### config.mk
export PLATFORM = sky130hd
export DESIGN_NAME = arf_sample_feeder
export DESIGN_NICKNAME = d
export VERILOG_FILES = /design/src/rtl/arf_pkg.sv /design/src/rtl/arf_tap_line.sv /design/src/rtl/arf_sample_feeder.sv
export SDC_FILE = /design/constraint.sdc
export NUM_CORES = 1
export LEC_CHECK = 0
export ABC_AREA = 1
export CORE_ASPECT_RATIO = 0.7
export CORE_MARGIN = 10
export CORE_UTILIZATION = 48
export DETAILED_ROUTE_END_ITERATION = 7
export PLACE_DENSITY = 0.85
export SETUP_SLACK_MARGIN = 0.02
export SYNTH_ARGS = -nofsm -noshare
export SYNTH_HDL_FRONTEND = slang
export SYNTH_HIERARCHICAL = 1
export SYNTH_SLANG_ARGS = --single-unit
### constraint.sdc
create_clock -name clk -period 8.43 [get_ports clk]
set_clock_uncertainty 0.05 [all_clocks]
set_input_delay 0.843 -clock clk [delete_from_list [all_inputs] [get_ports clk]]
set_output_delay 0.843 -clock clk [all_outputs]
set_load 0.01 [all_outputs]
### src/rtl/arf_pkg.sv
// Shared types and defaults for the ARF sample feeder: width/depth defaults,
// the feeder FSM state type and the tap-array type.
package arf_pkg;

    localparam int ARF_DATA_W = 16;
    localparam int ARF_TAPS   = 8;

    typedef enum logic [1:0] {
        ST_FILL     = 2'd0,
        ST_EMIT     = 2'd1,
        ST_WAIT_RES = 2'd2
    } arf_state_t;

    typedef logic [ARF_DATA_W-1:0] arf_tap_arr_t [ARF_TAPS];

endpackage

### src/rtl/arf_tap_line.sv
// Shift-register delay line: tap 0 takes the new sample, every other tap
// takes its lower neighbour on a shift; clear and reset zero every tap.
module arf_tap_line
    import arf_pkg::*;
#(
    parameter int DATA_W = ARF_DATA_W,
    parameter int TAPS   = ARF_TAPS
) (
    input  logic              clk,
    input  logic              rst_n,
    input  logic              i_clear,
    input  logic              i_shift,
    input  logic [DATA_W-1:0] i_data,
    output logic [DATA_W-1:0] o_taps [TAPS]
);

    logic [DATA_W-1:0] r_taps [TAPS];

    genvar gi;
    generate
        for (gi = 0; gi < TAPS; gi++) begin : g_tap
            if (gi == 0) begin : g_head
                always_ff @(posedge clk) begin
                    if (!rst_n || i_clear) begin
                        r_taps[gi] <= '0;
                    end else if (i_shift) begin
                        r_taps[gi] <= i_data;
                    end
                end
            end else begin : g_body
                always_ff @(posedge clk) begin
                    if (!rst_n || i_clear) begin
                        r_taps[gi] <= '0;
                    end else if (i_shift) begin
                        r_taps[gi] <= r_taps[gi-1];
                    end
                end
            end
            assign o_taps[gi] = r_taps[gi];
        end
    endgenerate

endmodule

### src/rtl/arf_sample_feeder.sv
// Collects TAPS samples into a delay line and offers them as one tap vector per new sample.
// Define ARF_FEEDBACK_EN to wait for out_27/out_28 after each vector and feed them back as fb_13/fb_14.
module arf_sample_feeder
    import arf_pkg::*;
#(
    parameter int          DATA_W       = ARF_DATA_W,
    parameter int          TAPS         = ARF_TAPS,
    parameter logic [15:0] VEC_CNT_INIT = 16'h0000
) (
    input  logic              clk,
    input  logic              rst_n,
    input  logic              flush,
    input  logic              s_valid,
    output logic              s_ready,
    input  logic [DATA_W-1:0] s_data,
    output logic              t_valid,
    input  logic              t_ready,
    output logic [DATA_W-1:0] tap_0,
    output logic [DATA_W-1:0] tap_1,
    output logic [DATA_W-1:0] tap_2,
    output logic [DATA_W-1:0] tap_3,
    output logic [DATA_W-1:0] tap_4,
    output logic [DATA_W-1:0] tap_5,
    output logic [DATA_W-1:0] tap_6,
    output logic [DATA_W-1:0] tap_7,
    output logic [DATA_W-1:0] fb_13,
    output logic [DATA_W-1:0] fb_14,
    input  logic              r_valid,
    input  logic [DATA_W-1:0] r_27,
    input  logic [DATA_W-1:0] r_28,
    output logic [15:0]       vec_cnt
);

    localparam int FILL_W = $clog2(TAPS + 1);

    arf_state_t        r_state;
    logic [FILL_W-1:0] r_fill_cnt;
    logic [15:0]       r_vec_cnt;
    logic [DATA_W-1:0] w_taps [TAPS];
    logic [DATA_W-1:0] w_tap_out [8];
    logic              w_accept;
    logic              w_emit_hs;
    logic              w_line_full_next;

    // Handshake flags come from the registered state alone.
    assign s_ready          = (r_state == ST_FILL);
    assign t_valid          = (r_state == ST_EMIT);
    assign w_accept         = s_ready && s_valid && !flush;
    assign w_emit_hs        = t_valid && t_ready && !flush;
    assign w_line_full_next = (r_fill_cnt >= FILL_W'(TAPS - 1));
    assign vec_cnt          = r_vec_cnt;

    always_ff @(posedge clk) begin
        if (!rst_n || flush) begin
            r_fill_cnt <= '0;
        end else if (w_accept && (r_fill_cnt != FILL_W'(TAPS))) begin
            r_fill_cnt <= r_fill_cnt + FILL_W'(1);
        end
    end

    always_ff @(posedge clk) begin
        if (!rst_n || flush) begin
            r_state <= ST_FILL;
        end else begin
            case (r_state)
                ST_FILL: begin
                    if (w_accept && w_line_full_next) begin
                        r_state <= ST_EMIT;
                    end
                end
                ST_EMIT: begin
                    if (w_emit_hs) begin
`ifdef ARF_FEEDBACK_EN
                        r_state <= ST_WAIT_RES;
`else
                        r_state <= ST_FILL;
`endif
                    end
                end
`ifdef ARF_FEEDBACK_EN
                ST_WAIT_RES: begin
                    if (r_valid) begin
                        r_state <= ST_FILL;
                    end
                end
`endif
                default: r_state <= ST_FILL;
            endcase
        end
    end

    // Vector count survives flush; only reset restarts it.
    always_ff @(posedge clk) begin
        if (!rst_n) begin
            r_vec_cnt <= VEC_CNT_INIT;
        end else if (w_emit_hs) begin
            r_vec_cnt <= r_vec_cnt + 16'd1;
        end
    end

`ifdef ARF_FEEDBACK_EN
    logic [DATA_W-1:0] r_fb_13;
    logic [DATA_W-1:0] r_fb_14;

    always_ff @(posedge clk) begin
        if (!rst_n || flush) begin
            r_fb_13 <= '0;
            r_fb_14 <= '0;
        end else if ((r_state == ST_WAIT_RES) && r_valid) begin
            r_fb_13 <= r_27;
            r_fb_14 <= r_28;
        end
    end

    assign fb_13 = r_fb_13;
    assign fb_14 = r_fb_14;
`else
    logic w_unused_result;

    assign w_unused_result = ^{r_valid, r_27, r_28};
    assign fb_13           = '0;
    assign fb_14           = '0;
`endif

    arf_tap_line #(
        .DATA_W (DATA_W),
        .TAPS   (TAPS)
    ) u_tap_line (
        .clk     (clk),
        .rst_n   (rst_n),
        .i_clear (flush),
        .i_shift (w_accept),
        .i_data  (s_data),
        .o_taps  (w_taps)
    );

    // A shallower line pads the unused upper taps with zero.
    genvar gi;
    generate
        for (gi = 0; gi < 8; gi++) begin : g_tap_out
            if (gi < TAPS) begin : g_live
                assign w_tap_out[gi] = w_taps[gi];
            end else begin : g_pad
                assign w_tap_out[gi] = '0;
            end
        end
    endgenerate

    assign tap_0 = w_tap_out[0];
    assign tap_1 = w_tap_out[1];
    assign tap_2 = w_tap_out[2];
    assign tap_3 = w_tap_out[3];
    assign tap_4 = w_tap_out[4];
    assign tap_5 = w_tap_out[5];
    assign tap_6 = w_tap_out[6];
    assign tap_7 = w_tap_out[7];

endmodule

==> reports/summary.log, run 1 <==
qor: global_routing.pin_count_of_the_biggest_net_entering_global_routing 82
qor: placement.dp_hpwl 10370 µm
qor: clocking.cts_sinks 149
qor: floorplanning.floorplan.initialDensity 48.73%
qor: global_routing.grt.total_usage 14.99%
qor: clocking.cts_max_path_buffers 2
qor: route.drt_wl_total 14210 µm
qor: route.drt_pre_antenna_iters 5
qor: final_layout.layout.filler_cells 1001
qor: min_path.hold_end vec_cnt[4]$_SDFFE_PN0P_
qor: timing.max_slew_margin 35.83%
qor: route.post_drt_wl_per_cell 14.74 µm
qor: floorplanning.core.rowCount 35
qor: synth.ys_seq_elements 149
qor: final_layout.final_common_cell sky130_fd_sc_hd__clkdlybuf4s50_1
qor: clocking.postCtsSetupRepairBufs 0
qor: final_layout.most_frequent_cells_in_the_layout sky130_fd_sc_hd__clkdlybuf4s50_1, sky130_fd_sc_hd__inv_1, sky130_fd_sc_hd__nor2_1, sky130_fd_sc_hd__edfxtp_1, sky130_fd_sc_hd__nand2_1
qor: power_and_ir_drop.power_density 201.6 nW/µm²
qor: clocking.clkTransAtPathRegs 0.06 ns
qor: synth.yosysUniqueCellTypes 25
qor: global_routing.grt_first_pass_wirelength 21160 µm
qor: clocking.tritoncts done
qor: critical_path.cp-start-kind primary input
qor: route.detail_routed_via_count_per_cell 4.324
qor: timing.slew_violations 0
qor: critical_path.worst_r2r_startpoint r_state[0]$_SDFFE_PP0P_
qor: route.initial_drc_count 289
qor: placement.post-place-cells 932
qor: critical_path.reg2reg_end u_tap_line/r_taps[0][57]$_SDFFCE_PN0P_
qor: clocking.h-tree-depth 4
qor: critical_path.worst_ep_arrival_time 3.45 ns
qor: timing.timing.final.hold_violations 0
qor: final_layout.num_antenna_cells 0
qor: final_layout.syn_to_final_growth 34.82%
qor: min_path.hp-start vec_cnt[4]$_SDFFE_PN0P_
qor: timing.worst_slew_pin_slew 0.9626 ns
qor: timing.hold_slack 0.4494 ns
qor: timing.setup_repair_after_global_routing_missed_its_margin no
qor: timing.final.period_utilization 41.29%
qor: final_layout.drive_gt1_share 5.514%
qor: floorplanning.die_w 157.6 µm
qor: power_and_ir_drop.total_leakage_power 0.003381 µW
qor: outcome.status completed
qor: floorplanning.dieArea 18330 µm²
qor: critical_path.timing.reg2reg.setup_slack 5.65 ns
qor: floorplanning.core_area 13050 µm²
qor: power_and_ir_drop.vdd_ir_drop_max 0.1438 mV
qor: global_routing.global_route.overflow_total 0
qor: route.routed-via-count 4168
qor: global_routing.grt_antenna_before_repair 0
qor: critical_path.critical_path_peak_fanout 76
qor: placement.routabilityCongestion 0.8447
qor: clocking.insertion_delay 0.40 ns
qor: timing.max_clock_freq 287.3 MHz
qor: critical_path.critPathKind primary input to flip-flop
qor: critical_path.end_kind flip-flop
qor: placement.port_buffers 166
qor: final_layout.final_nets 842
qor: route.detail-route-antenna-nets 0
qor: synth.syn-cell-area 6360 µm²
qor: synth.seq_area_frac_synth 67.05%
qor: critical_path.ff2ff_path_depth 4
qor: clocking.cts_inserted_buffers 17
qor: synth.syn-instance-count 613
qor: timing.totalNegativeSetupSlack 0 ns
qor: timing.post-route-min-period 3.481 ns
qor: global_routing.grt_pass1_vias 3978
qor: synth.synth-warning-count 6
qor: final_layout.finish.cell_count_without_fillers 964
qor: floorplanning.design.portCount 232
qor: route.drc_errors 0
qor: clocking.ctsResizeCount 0
qor: min_path.hold-path-cell-count 2
qor: critical_path.worstPathRequired 8.40 ns
qor: timing.final-setup-viol-count 0
qor: synth.synth.avg_cell_area 10.37 µm²
qor: job.max-cap-violations 0
qor: min_path.holdCritPathClass flip-flop to flip-flop
qor: clocking.cts-hold-fix-buffers 0
qor: floorplanning.floorplan.die.height 116.3 µm
qor: clocking.cts_root_buf sky130_fd_sc_hd__clkbuf_16
[worst max path at each step]
stage | from | slack, ns | endpoint
floorplan | flush | 3.07 | u_tap_line/r_taps[0][0]$_SDFFCE_PN0P_
global placement | flush | 4.58 | u_tap_line/r_taps[0][20]$_SDFFCE_PN0P_
detailed placement | flush | 4.53 | u_tap_line/r_taps[0][20]$_SDFFCE_PN0P_
CTS | flush | 4.97 | u_tap_line/r_taps[0][32]$_SDFFCE_PN0P_
global route | flush | 4.76 | u_tap_line/r_taps[0][57]$_SDFFCE_PN0P_
finish | flush | 4.95 | u_tap_line/r_taps[0][57]$_SDFFCE_PN0P_
[cell type report]
class                   instances  area [µm²]  share of cell area, %
multi-input cells             287        1217                  14.20
inverters                     161       604.3                  7.048
flip-flops and latches        149        4264                  49.73
repair buffers                169        1684                  19.64
clock inverters                11       116.4                  1.357
well taps                     166       207.7                  2.422
clock buffers                  21       480.5                  5.603
[through the flow]
step	power (µW)	utilization, %	worst slack (ns)	instance area [µm²]
after CTS	1747	65.70	4.971	8574
after detailed placement	1002	61.13	4.527	7978
after floorplan	931.0	-	3.069	6476
after global placement	998.2	61.13	4.581	7978
after global routing	1795	65.70	4.760	8574
final	1728	65.70	4.949	8574
[report_power, final]
part	total (µW)	internal, µW	switching (µW)
clock	744	444	300
combinational	138	66.1	71.5
sequential	847	832	15.7
total	1730	1340	387
[critical path, stage by stage]
cell and delay [ns]:
sky130_fd_sc_hd__clkdlybuf4s50_1 0.50, sky130_fd_sc_hd__inv_1 0.11, sky130_fd_sc_hd__nand2_1 0.05, sky130_fd_sc_hd__nor2_1 0.28, sky130_fd_sc_hd__nand3b_1 0.16, sky130_fd_sc_hd__buf_4 0.59
sky130_fd_sc_hd__buf_4 0.84
[synthesized netlist by cell type, drive strengths merged]
cell / number / area [µm²]
inv: 161 / 604.3
nor2: 160 / 623.1
edfxtp: 128 / 3844
buf: 46 / 394.1
nand2: 46 / 180.2
dfxtp: 21 / 420.4
nand3: 15 / 80.08
a21oi: 12 / 60.06
o21ai: 8 / 40.04
ha: 3 / 37.54
nor3: 3 / 15.01
nand4: 2 / 12.51
a31oi: 1 / 6.260
and2: 1 / 6.260
and3: 1 / 6.260
clkbuf: 1 / 3.750
conb: 1 / 3.750
nand3b: 1 / 7.510
o21a: 1 / 7.510
o21bai: 1 / 7.510
[state kept, by name, summed over array words and instances (netlist names)]
register,flops
u_tap_line/r_taps,128
vec_cnt,16
r_fill_cnt,4
r_state,1
[kinds of logic after synthesis]
| family | share of synthesized area, % |
|---|---|
| AND/OR/NAND/NOR | 14.64 |
| buffers and inverters | 15.76 |
| flip-flops | 67.05 |
| AO/OA/AOI/OAI | 1.909 |
| adder cells (fa/ha/maj) | 0.5903 |
| other | 0.05896 |
[per-layer routing]
| layer | global-route usage [%] | wire length, µm |
|---|---|---|
| met1 | 17.08 | 5656 |
| met2 | 24.68 | 7090 |
| met3 | 6.659 | 1359 |
| met4 | 5.404 | 104 |
| met5 | 0 | 0 |
Power figures use the tool's default switching activity.
==> inputs of run 2 (changes only) <==
- CORE_UTILIZATION: 48 -> 40
- PLACE_DENSITY: 0.85 -> 0.76
- clock period: 8.43 -> 3.07 ns (I/O delays scaled with it)
==> run 2 against run 1 <==
Effect of this change: cell count up 3.9%; worst setup slack got worse by 3.9 ns; highest routed layer unchanged; register-to-register slack got worse by 4.2 ns; critical path type unchanged; flip-flop and latch count did not move; routed wire length shrank 1.6%.
==> reports/summary.log, run 2 (synthesis gave the netlist of run 1 again) <==
qor: outcome.status completed
qor: min_path.hold-path-cell-count 2 [unchanged]
qor: power_and_ir_drop.vdd_ir_drop_max 0.3132 mV [+120%]
qor: timing.max_slew_margin 64.49% [+29 points]
qor: job.max-cap-violations 0 [unchanged]
qor: route.route.layer.met1.wl 5833 µm [+3.1%]
qor: floorplanning.dieArea 21420 µm² [+17%]
qor: final_layout.largest_register_ffs 128 [unchanged]
qor: clocking.ctsResizeCount 0 [unchanged]
qor: placement.dp_worst_setup_slack 0.7013 ns [-3.825 ns]
qor: clocking.cts_inserted_buffers 17 [unchanged]
qor: power_and_ir_drop.netSwitchingPower 1033 µW [+170%]
qor: clocking.tritoncts done
qor: power_and_ir_drop.power.share.combinational 8.1% [about the same]
qor: power_and_ir_drop.internal_power 3754 µW [+180%]
qor: critical_path.critPathKind primary input to flip-flop
qor: critical_path.worst_ep_arrival_time 2.01 ns [-1.44 ns]
qor: floorplanning.core_area 15550 µm² [+19%]
qor: critical_path.ff2ff_path_depth 3 [-1]
qor: critical_path.critical_path_peak_fanout 44 [-42%]
qor: critical_path.critical_path.cell_chain clkdlybuf4s50_1, inv_12, nand2_4, nor2_4, nand3b_1, buf_12
qor: clocking.h-tree-depth 4 [unchanged]
qor: power_and_ir_drop.p_clk_share 43.3% [+0.3 points]
qor: critical_path.reg2reg_end u_tap_line/r_taps[0][57]$_SDFFCE_PN0P_
qor: timing.worst_slew_pin_slew 0.5326 ns [-0.4300 ns]
qor: critical_path.worstPathRequired 3.10 ns [-5.30 ns]
qor: power_and_ir_drop.power_frac_seq 48.6% [-0.4 points]
qor: critical_path.critical_path_depth 6 [-1]
qor: route.route.top_layer_used met4
qor: timing.setup_repair_after_global_routing_missed_its_margin no
qor: timing.post-route-min-period 1.976 ns
qor: timing.final.period_utilization 64.36%
qor: critical_path.end_kind flip-flop
qor: route.detail-route-antenna-nets 0 [unchanged]
qor: final_layout.layout.filler_cells 1345 [+34%]
qor: timing.final-setup-viol-count 0 [unchanged]
qor: clocking.cts-hold-fix-buffers 0 [unchanged]
qor: timing.hold_slack 0.4565 ns [+0.007056 ns]
qor: final_layout.num_antenna_cells 0 [unchanged]
qor: clocking.clkTransAtPathRegs 0.06 ns [about the same]
qor: final_layout.area_taken_by_multi_input_logic_gates 1232 µm² [+1.2%]
qor: route.post_drt_wl_per_cell 13.95 µm [-5.3%]
qor: final_layout.largest_register u_tap_line/r_taps
qor: route.wl_met3 1272 µm [-6.4%]
qor: power_and_ir_drop.total_leakage_power 0.003411 µW [+0.90%]
qor: final_layout.most_frequent_cells_in_the_layout sky130_fd_sc_hd__clkdlybuf4s50_1, sky130_fd_sc_hd__inv_1, sky130_fd_sc_hd__nor2_1, sky130_fd_sc_hd__edfxtp_1, sky130_fd_sc_hd__nand2_1
qor: global_routing.grt.total_usage 12.82% [-2.2 points]
qor: critical_path.timing.critical_path.max_delay_family buffers and inverters
qor: placement.routabilityCongestion 0.8552 [+1.2%]
qor: timing.layout_setup_ws 1.094 ns [-3.855 ns]
qor: route.initial_drc_count 295 [+2.1%]
qor: global_routing.global_route.overflow_total 0 [unchanged]
qor: clocking.cts_sinks 149 [unchanged]
qor: floorplanning.die_w 170.7 µm [+8.3%]
qor: floorplanning.floorplan.initialDensity 40.91% [-7.8 points]
qor: floorplanning.floorplan.die.height 125.5 µm [+7.9%]
qor: power_and_ir_drop.switching_share 21.58% [-0.81 points]
qor: route.routed-via-count 4185 [+0.41%]
qor: final_layout.final_nets 846 [+0.48%]
qor: min_path.holdCritPathClass flip-flop to flip-flop
qor: route.detail_routed_via_count_per_cell 4.177 [-3.4%]
qor: critical_path.crit_slowest_cell sky130_fd_sc_hd__clkdlybuf4s50_1
qor: placement.port_buffers 166 [unchanged]
qor: critical_path.critPathBufInv 3 [-1]
qor: clocking.postCtsSetupRepairBufs 0 [unchanged]
qor: clocking.cts_max_path_buffers 2 [unchanged]
qor: clocking.insertion_delay 0.40 ns [about the same]
qor: route.drt_pre_antenna_iters 4 [-1]
qor: timing.slew_violations 0 [unchanged]
qor: global_routing.grt_first_pass_wirelength 21890 µm [+3.4%]
qor: final_layout.drive_gt1_share 5.985% [+0.47 points]
qor: critical_path.cp-start-kind primary input
qor: critical_path.worst_setup_path_endpoint u_tap_line/r_taps[0][57]$_SDFFCE_PN0P_
qor: global_routing.grt_antenna_before_repair 0 [unchanged]
qor: placement.dp_hpwl 10260 µm [-1.1%]
qor: final_layout.syn_to_final_growth 36.93%
qor: timing.timing.final.hold_violations 0 [unchanged]
qor: route.drt_wl_total 13980 µm [-1.6%]
qor: final_layout.finalCoreUtilization 56.01% [-9.7 points]
qor: floorplanning.core.rowCount 38 [+8.6%]
qor: floorplanning.design.portCount 232 [unchanged]
qor: timing.max_clock_freq 506.1 MHz
qor: route.drc_errors 0 [unchanged]
qor: critical_path.timing.critical_path.from flush
qor: power_and_ir_drop.power_density 549.7 nW/µm² [+170%]
qor: critical_path.timing.reg2reg.setup_slack 1.46 ns [-4.19 ns]
qor: final_layout.regArea 4268 µm² [about the same]
qor: global_routing.pin_count_of_the_biggest_net_entering_global_routing 52 [-37%]
qor: clocking.cts_root_buf sky130_fd_sc_hd__clkbuf_16
qor: critical_path.critPathMaxStageDelay 0.62 ns [-0.22 ns]
qor: route.met2RoutedLength 6730 µm [-5.1%]
qor: global_routing.grt_pass1_vias 3964 [-0.35%]
qor: critical_path.worst_r2r_startpoint r_state[0]$_SDFFE_PP0P_
qor: final_layout.final_common_cell sky130_fd_sc_hd__clkdlybuf4s50_1
## run 2: through the flow
step                      cells  power (µW)  instance area, µm²  setup TNS (ns)
after global routing       1002        4980                8708               0
after detailed placement    970        2762                8119               0
after floorplan             644        2558                6507         -220.03
final                      1002        4787                8708               0
after global placement      970        2756                8119               0
after CTS                  1002        4849                8708               0
## run 2: layer usage
metal / vias to the layer above / track usage [%]
met5: - / 0
met4: 0 / 4.424
met3: 9 / 4.841
met2: 128 / 20.40
met1: 1895 / 15.64
li1: 2153 / -
## run 2: how the worst min path moves through the flow
stage,from,end,slack (ns)
2_1_floorplan,rst_n,vec_cnt[0]$_SDFFE_PN0P_,0.40
3_3_place_gp,vec_cnt[8]$_SDFFE_PN0P_,vec_cnt[8]$_SDFFE_PN0P_,0.43
3_5_place_dp,vec_cnt[8]$_SDFFE_PN0P_,vec_cnt[8]$_SDFFE_PN0P_,0.44
4_1_cts,vec_cnt[6]$_SDFFE_PN0P_,vec_cnt[6]$_SDFFE_PN0P_,0.46
5_1_grt,vec_cnt[8]$_SDFFE_PN0P_,vec_cnt[8]$_SDFFE_PN0P_,0.47
6_report,r_fill_cnt[1]$_SDFFE_PP0P_,r_fill_cnt[1]$_SDFFE_PP0P_,0.46
## run 2: area by class of cell
cell class,count,area share (%)
Clock buffer,20,5.014
Clock inverter,12,1.753
Inverter,161,7.083
Multi-Input combinational cell,287,14.15
Sequential cell,149,49.01
Tap cell,200,2.874
Timing Repair Buffer,173,20.11
## run 2: power groups by stage
stage / Combinational [µW] / Clock (µW) / Sequential [µW]
final: 389 / 2070 / 2320
after global routing: 421 / 2220 / 2340
after CTS: 396 / 2130 / 2330
after detailed placement: 393 / 0 / 2370
after global placement: 392 / 0 / 2360
after floorplan: 136 / 0 / 2420
## run 2: worst register-to-register path, cell delays in order (launching register included)
cell,delay (ns)
sky130_fd_sc_hd__dfxtp_4,0.37
sky130_fd_sc_hd__nor2_4,0.15
sky130_fd_sc_hd__nand3b_1,0.40
sky130_fd_sc_hd__buf_12,0.30
==> inputs of run 3 (changes only) <==
- CORE_UTILIZATION: 40 -> 45
- PLACE_DENSITY: 0.76 -> 0.81
- clock period: 3.07 -> 2 ns (I/O delays scaled with it)
==> run 3 against run 2 <==
Effect of this change: count of clock-buffer cells in the layout is 3 higher; total power is 51% higher; worst setup slack worse by 0.77 ns; non-clock buffer count rose by 4; global-route usage up 1.8 points; core utilization is 6.9 points higher; register-to-register slack got worse by 0.91 ns; design area up 0.20%; flip-flop and latch count unchanged; largest cell class unchanged.
==> reports/summary.log, run 3 (synthesis gave the netlist of run 1 again) <==
qor: min_path.holdCritPathClass primary input to flip-flop
qor: route.detail_routed_via_count_per_cell 4.243 [+1.6%]
qor: clocking.cts_max_path_buffers 2 [unchanged]
qor: critical_path.cp-start-kind flip-flop
qor: critical_path.worst_r2r_startpoint vec_cnt[1]$_SDFFE_PN0P_
qor: final_layout.final_common_cell sky130_fd_sc_hd__clkdlybuf4s50_1
qor: clocking.tritoncts done
qor: placement.post-place-cells 964 [-0.62%]
qor: clocking.cts-hold-fix-buffers 0 [unchanged]
qor: clocking.h-tree-depth 4 [unchanged]
qor: clocking.clkTransAtPathRegs 0.06 ns [about the same]
qor: route.drc_errors 0 [unchanged]
qor: floorplanning.dieArea 19360 µm² [-9.6%]
qor: final_layout.most_frequent_cells_in_the_layout sky130_fd_sc_hd__clkdlybuf4s50_1, sky130_fd_sc_hd__inv_1, sky130_fd_sc_hd__nor2_1, sky130_fd_sc_hd__edfxtp_1, sky130_fd_sc_hd__nand2_1
qor: final_layout.num_antenna_cells 0 [unchanged]
qor: critical_path.timing.critical_path.from vec_cnt[11]$_SDFFE_PN0P_
qor: final_layout.largest_register_ffs 128 [unchanged]
qor: final_layout.drive_gt1_share 6.452% [+0.47 points]
qor: final_layout.layout.filler_cells 1156 [-14%]
qor: timing.final.period_utilization 83.92%
qor: clocking.postCtsSetupRepairBufs 0 [unchanged]
qor: placement.dp_hpwl 10710 µm [+4.4%]
qor: critical_path.critical_path_peak_fanout 6 [-86%]
qor: power_and_ir_drop.power_density 828.2 nW/µm² [+51%]
qor: critical_path.timing.critical_path.max_delay_family buffers and inverters
qor: final_layout.finish.cell_count_without_fillers 996 [-0.60%]
qor: clocking.ctsResizeCount 0 [unchanged]
qor: critical_path.critPathBufInv 1 [-2]
qor: route.drt_wl_total 14360 µm [+2.7%]
qor: critical_path.worstPathRequired 1.75 ns [-1.35 ns]
qor: power_and_ir_drop.vdd_ir_drop_max 0.5669 mV [+81%]
qor: timing.slew_violations 0 [unchanged]
qor: clocking.cts_inserted_buffers 17 [unchanged]
qor: power_and_ir_drop.switching_share 21.81% [+0.24 points]
qor: min_path.hp-start s_data[12]
qor: floorplanning.floorplan.die.height 119.5 µm [-4.8%]
qor: timing.post-route-min-period 1.678 ns
qor: power_and_ir_drop.internal_power 5650 µW [+50%]
qor: route.detail-route-antenna-nets 0 [unchanged]
qor: outcome.status completed
qor: critical_path.crit_slowest_cell sky130_fd_sc_hd__clkdlybuf4s50_1
qor: timing.max_clock_freq 595.8 MHz
qor: clocking.cts_root_buf sky130_fd_sc_hd__clkbuf_16
qor: power_and_ir_drop.p_clk_share 42.2% [-1.1 points]
qor: timing.totalNegativeSetupSlack 0 ns [unchanged]
qor: clocking.cts_sinks 149 [unchanged]
qor: placement.routabilityCongestion 0.8594 [+0.49%]
qor: global_routing.grt_antenna_before_repair 0 [unchanged]
qor: final_layout.largest_register u_tap_line/r_taps
qor: floorplanning.core_area 13870 µm² [-11%]
qor: critical_path.critPathMaxStageDelay 0.60 ns [-0.02 ns]
qor: final_layout.final_nets 850 [+0.47%]
qor: final_layout.syn_to_final_growth 37.20%
qor: route.drt_pre_antenna_iters 4 [unchanged]
qor: critical_path.end_kind output port
qor: route.post_drt_wl_per_cell 14.41 µm [+3.3%]
qor: floorplanning.core.rowCount 36 [-5.3%]
qor: critical_path.critical_path.cell_chain clkdlybuf4s50_1
qor: global_routing.grt.total_usage 14.60% [+1.8 points]
qor: clocking.insertion_delay 0.40 ns [about the same]
qor: global_routing.grt_first_pass_wirelength 22730 µm [+3.8%]
qor: timing.timing.final.hold_violations 0 [unchanged]
qor: timing.setup_repair_after_global_routing_missed_its_margin no
qor: route.initial_drc_count 281 [-4.7%]
qor: critical_path.critPathKind flip-flop to output port
qor: critical_path.worst_ep_arrival_time 1.43 ns [-0.58 ns]
qor: job.max-cap-violations 0 [unchanged]
qor: power_and_ir_drop.netSwitchingPower 1576 µW [+53%]
qor: floorplanning.design.portCount 232 [unchanged]
qor: floorplanning.floorplan.initialDensity 45.84% [+4.9 points]
qor: floorplanning.die_w 162.1 µm [-5.0%]
qor: timing.final-setup-viol-count 0 [unchanged]
qor: placement.port_buffers 166 [unchanged]
qor: global_routing.pin_count_of_the_biggest_net_entering_global_routing 60 [+15%]
qor: power_and_ir_drop.power.share.combinational 8.4% [+0.3 points]
qor: global_routing.global_route.overflow_total 0 [unchanged]
qor: power_and_ir_drop.total_leakage_power 0.003446 µW [+1.0%]
qor: global_routing.grt_pass1_vias 4254 [+7.3%]
qor: route.routed-via-count 4226 [+0.98%]
qor: power_and_ir_drop.power_frac_seq 49.4% [+0.8 points]
run 3: changes by cell type in the layout (fill, tap and decap cells not counted), sizes merged:
| cell | change |
|---|---|
| clkbuf | +3 |
| clkinv | +3 |
| inv | -1 |
| clkinvlp | -2 |
| buf | +4 |
| bufinv | -3 |
run 3: path summary, 6_finish.rpt:
| check | endpoint | slack, ns | depth (start not counted) |
|---|---|---|---|
| worst min register to register | vec_cnt[8]$_SDFFE_PN0P_ | 0.46 | 1 |
| worst max register to register | vec_cnt[10]$_SDFFE_PN0P_ | 0.55 | 9 |
| worst max-delay path | vec_cnt[11] | 0.32 | 1 |
| worst min-delay path | u_tap_line/r_taps[0][12]$_SDFFCE_PN0P_ | 0.38 | 3 |
run 3: power groups by stage:
stage | Clock (µW) | Combinational (µW) | Sequential [µW]
floorplan | 0 | 206 | 3720
global placement | 0 | 606 | 3630
detailed placement | 0 | 611 | 3640
CTS | 3130 | 614 | 3570
global route | 3290 | 656 | 3590
finish | 3050 | 607 | 3570
run 3: cell type report:
cell class | count | area, µm² | area share, %
flip-flops and latches | 149 | 4268 | 48.91
repair buffers | 177 | 1807 | 20.71
multi-input cells | 287 | 1225 | 14.04
inverters | 161 | 604.3 | 6.926
clock buffers | 23 | 521.8 | 5.979
well taps | 190 | 237.7 | 2.724
clock inverters | 9 | 62.56 | 0.7169
run 3: metrics by stage:
stage / total power [µW] / util (%) / hold slack, ns / cell area [µm²] / setup WS, ns
after floorplan: 3924 / - / 0.2884 / 6487 / -2.787
after global placement: 4233 / 58.69 / 0.4282 / 8142 / 0.1791
after detailed placement: 4249 / 58.69 / 0.4361 / 8142 / 0.1440
after CTS: 7319 / 62.90 / 0.3633 / 8726 / 0.3066
after global routing: 7530 / 62.90 / 0.3888 / 8726 / 0.2834
final: 7227 / 62.90 / 0.3842 / 8726 / 0.3215
run 3: routing by layer:
metal  vias up  global-route usage (%)  routed length (µm)
li1       2157                       -                   -
met1      1931                   17.36                6100
met2       124                   23.87                6933
met3        14                   5.678                1115
met4         0                   4.819                 208
met5         -                       0                   0
